**config.mk**
```make
export PLATFORM = sky130hd
export DESIGN_NAME = prio_encoder_pipe
export DESIGN_NICKNAME = d
export VERILOG_FILES = /design/src/rtl/enc_pkg.sv /design/src/rtl/prio_enc_core.sv /design/src/rtl/prio_encoder_pipe.sv
export SDC_FILE = /design/constraint.sdc
export NUM_CORES = 1
export LEC_CHECK = 0
export BUFFER_PORTS_ARGS = -buffer_cell sky130_fd_sc_hd__buf_2
export CORE_UTILIZATION = 40
export DETAILED_ROUTE_END_ITERATION = 6
export GPL_TIMING_DRIVEN = 0
export PLACE_DENSITY = 0.69
export SETUP_SLACK_MARGIN = 0.2
export SKIP_LAST_GASP = 1
export SYNTH_ARGS = -nofsm -noshare
export SYNTH_HDL_FRONTEND = slang
export SYNTH_SLANG_ARGS = --single-unit
```
**constraint.sdc**
```tcl
create_clock -name clk -period 1.4 [get_ports clk]
set_input_delay 0.07 -clock clk [delete_from_list [all_inputs] [get_ports clk]]
set_output_delay 0.07 -clock clk [all_outputs]
set_load 0.1 [all_outputs]
```
**src/rtl/enc_pkg.sv**
```systemverilog
// enc_pkg: shared state encoding and width helper for the priority encoder pipe
package enc_pkg;
    localparam logic [1:0] ST_EMPTY = 2'd0;
    localparam logic [1:0] ST_ONE   = 2'd1;
    localparam logic [1:0] ST_FULL  = 2'd2;
    function automatic int clog2_min1(input int n);
        return (n <= 2) ? 1 : $clog2(n);
    endfunction
endpackage

```
**src/rtl/prio_enc_core.sv**
```systemverilog
// prio_enc_core: combinational N->W priority encoder
// vec: request vector; idx: winning bit (0 when none); none: no bit set; multi: more than one bit set
module prio_enc_core
    import enc_pkg::*;
#(
    parameter int N = 8,
    parameter int MSB_FIRST = 1,
    localparam int W = clog2_min1(N)
) (
    input  logic [N-1:0] vec,
    output logic [W-1:0] idx,
    output logic         none,
    output logic         multi
);
    // Scan from the losing end so the last hit is the winner.
    always_comb begin
        idx = '0;
        for (int i = 0; i < N; i++)
            if (vec[(MSB_FIRST != 0) ? i : N - 1 - i])
                idx = W'((MSB_FIRST != 0) ? i : N - 1 - i);
    end
    assign none  = ~|vec;
    // Clearing the lowest set bit leaves something only if two or more were set.
    assign multi = |(vec & (vec - N'(1)));
endmodule

```
**src/rtl/prio_encoder_pipe.sv**
```systemverilog
// prio_encoder_pipe: valid/ready priority encoder with registered output and 2-entry skid buffer
// clk/rst: clock, sync active-high reset; in_valid/in_ready/in_data: input stream;
// out_valid/out_ready/out_idx/out_none: output stream; out_multi only with ENC_MULTI_CHK_EN
module prio_encoder_pipe
    import enc_pkg::*;
#(
    parameter int N = 8,
    parameter int MSB_FIRST = 1,
    localparam int W = clog2_min1(N)
) (
    input  logic         clk,
    input  logic         rst,
    input  logic         in_valid,
    output logic         in_ready,
    input  logic [N-1:0] in_data,
    output logic         out_valid,
    input  logic         out_ready,
    output logic [W-1:0] out_idx,
    output logic         out_none
`ifdef ENC_MULTI_CHK_EN
    ,
    output logic         out_multi
`endif
);
`ifdef ENC_MULTI_CHK_EN
    localparam int EW = W + 2;
    logic enc_multi;
`else
    localparam int EW = W + 1;
    logic enc_multi_unused;
`endif
    logic [1:0]   state, state_nxt;
    logic [W-1:0] enc_idx;
    logic         enc_none, acc, con;
    logic [EW-1:0] enc, m, s;
    prio_enc_core #(.N(N), .MSB_FIRST(MSB_FIRST)) u_core (
        .vec  (in_data),
        .idx  (enc_idx),
        .none (enc_none),
`ifdef ENC_MULTI_CHK_EN
        .multi(enc_multi)
`else
        .multi(enc_multi_unused)
`endif
    );
    // Entries are stored already encoded: {multi?, none, idx}.
`ifdef ENC_MULTI_CHK_EN
    assign enc       = {enc_multi, enc_none, enc_idx};
    assign out_multi = m[W+1];
`else
    assign enc = {enc_none, enc_idx};
`endif
    assign {out_none, out_idx} = m[W:0];
    assign out_valid = state != ST_EMPTY;
    always_comb begin
        acc = in_valid && in_ready;
        con = out_valid && out_ready;
        state_nxt = (state == ST_EMPTY) ? (acc ? ST_ONE : ST_EMPTY) :
                    (state == ST_ONE)   ? ((acc && !con) ? ST_FULL : (!acc && con) ? ST_EMPTY : ST_ONE) :
                                          (con ? ST_ONE : ST_FULL);
    end
    always_ff @(posedge clk) begin
        if (rst) begin
            state    <= ST_EMPTY;
            in_ready <= 1'b0;
            m        <= '0;
            s        <= '0;
        end else begin
            state    <= state_nxt;
            in_ready <= state_nxt != ST_FULL;
            // M takes a fresh vector when it is (or is becoming) free, otherwise drains S.
            if (acc && (state == ST_EMPTY || con))
                m <= enc;
            else if (state == ST_FULL && con)
                m <= s;
            if (acc && state == ST_ONE && !con)
                s <= enc;
        end
    end
endmodule
```
==> flow_summary.ini <==
[sta]
fin_ws_ns = 0.0750
holdWs_ns = 0.214
slew_headroom = 0.678
fin_crit_sh = 0.946
finalSetupViolations = 0
rsz0062_at_grt = true
tns_ns = 0
fmax_mhz = 755
post-route-min-period_ns = 1.33
final_max_slew_viol_count = 0
skew_ns = 0.00117
worst_pin_slew_ns = 0.486
final-hold-violation-count = 0

[die]
die_w_um = 40.9
start_util = 0.449
fp.dieH_um = 40.9
num_rows = 13
dieArea_um2 = 1670
fp.coreArea_um2 = 1350
ioPinCount = 18

[power]
cellPowerDensity_nw_per_um2 = 895
p_sw_frac = 0.350
pwr-share-seq = 0.433
p_switching_uw = 273
power_report.internal_total_uw = 508
p_clk_frac = 0.282
ir_worst_vdd_mv = 0.705
totalPowerFinal_uw = 781
leakage_nw = 0.363
pwr-share-comb = 0.285

[placement]
place_worst_setup_slack_ns = 0.00757
gp_congestion = 0.712
placed_cell_area_um2 = 759
place_hpwl_um = 893
io_buffers = 17
dp_cells = 97

[worst_setup_path]
cp-end-kind = flop
critPathKind = flop to flop
r2r_cells = 7
required_ns = 1.54
cp.arrival_ns = 1.46
start_kind = flop
critPathMaxFanout = 4

[route]
drc = 0
totalWireLength_um = 1240
vias_per_cell = 4.99
drt_pass1_iterations = 4
postRouteAntennaNets = 0
dr_total_vias = 544
avgRoutedWirePerCell_um = 11.4
first_iter_violations = 3

[synthesis]
syn_inst = 65
yosys_register_bits = 11
ys_seq_area_frac = 0.364
synth_fp_nets = 78
ys.flop_type = dfxtp_1
syn_area_per_cell_um2 = 9.32
async_flop_share = 0
syn_area_um2 = 606
synth_edf_count = 0
yosysWarnings = 0
ys_types = 26

[final_layout]
regArea_um2 = 231
syn_to_final_growth_pct = 44.2
drive_gt1_frac = 0.564
antenna_cells = 0
multi_input_area_um2 = 407
fin_nets = 108
final_common_cell = buf_2
design_area_um2 = 873
utilization = 0.647
fill_cells = 113
final_cells = 109
final_cell_mix = buf_2, nor2_1, buf_4, dfxtp_2

[min_path]
hold_path.class = input pin to flop
min_path_cells = 3

[job]
drv_cap = 0

[clock_tree]
h-tree-depth = 1
numCtsBuffers = 3
clock_path_buffers = 2
cts.clk_slew.worst_paths_ns = 0.07
tritoncts = done
clkSinkCount = 11
ctsRootBufferMaster = clkbuf_4
clock_latency_ns = 0.27

[global_routing]
grt_start_max_net_pins = 11
grtUsageTotal = 0.188
grt_overflow = 0
grt_pass1_wl_um = 1980
grt_pass1_vias = 469
antenna_found_initial = 0

[status]
status = finished, final reports clean
synth_stat cells, types with 2 or more instances:
cell type / instances / area, µm²
a211oi_1: 6 / 45.0
nor2b_1: 2 / 12.5
mux2_2: 2 / 22.5
mux2i_1: 4 / 40.0
nand2_1: 3 / 11.3
nor2_1: 11 / 41.3
nor3_1: 5 / 25.0
inv_1: 4 / 15.0
dfxtp_1: 11 / 220
registers in the layout, summed over array words and instances (netlist names):
signal and flops:
state 2, in_ready 1, m 4, s 4
cell type report:
type | count | area share
plain buffers | 2 | 0.0172
flip-flops and latches | 11 | 0.265
well taps | 15 | 0.0215
repair buffers | 25 | 0.176
multi-input cells | 48 | 0.466
clock buffers | 4 | 0.0301
inverters | 4 | 0.0244
power by group through the flow:
stage | clock network (mW) | logic, mW | registers, mW
after detailed placement | 0 | 0.207 | 0.345
after CTS | 0.230 | 0.217 | 0.338
after global routing | 0.245 | 0.238 | 0.341
after floorplan | 0 | 0.0951 | 0.407
final | 0.221 | 0.222 | 0.338
after global placement | 0 | 0.206 | 0.345
path summary, 6_finish.rpt:
| kind | startpoint | end | slack (ns) |
|---|---|---|---|
| max | state[1] | state[0] | 0.07 |
| min | out_ready | state[1] | 0.21 |
| max reg2reg | state[1] | state[0] | 0.07 |
| min reg2reg | s[0] | s[0] | 0.49 |
logic make-up (layout without fill, tap and decap cells):
group,Yosys count,after routing,share of synthesized area
buffers and inverters,6,35,0.0496
AO/OA/AOI/OAI,11,11,0.136
multiplexers,6,6,0.103
adder cells (fa/ha/maj),1,1,0.0207
flip-flops,11,11,0.364
AND/OR/NAND/NOR,30,30,0.326
metal layers:
metal	vias up	wire, µm	GRT usage	share of wire
met3	2	34	0.0652	0.027
met4	0	17	0.100	0.014
met5	-	0	0	0
met2	10	589	0.281	0.48
met1	245	596	0.233	0.48
li1	287	-	-	-
timing repair:
item	CTS	global route
pin swaps	4	5
hold buffers	1	0
endpoints found under the hold margin	1	0
endpoints found under the setup margin	11	12
gates cloned	0	0
setup buffers	4	3
resized for setup	3	4
worst max-delay path, stage by stage (launching register included):
cell        delay (ns)
dfxtp_2           0.32
buf_6             0.12
nor2_4            0.13
clkinvlp_4        0.11
nand2_2           0.08
ha_4              0.20
a211oi_2          0.17
nor3_1            0.07
(Power assumes the default switching activity.)
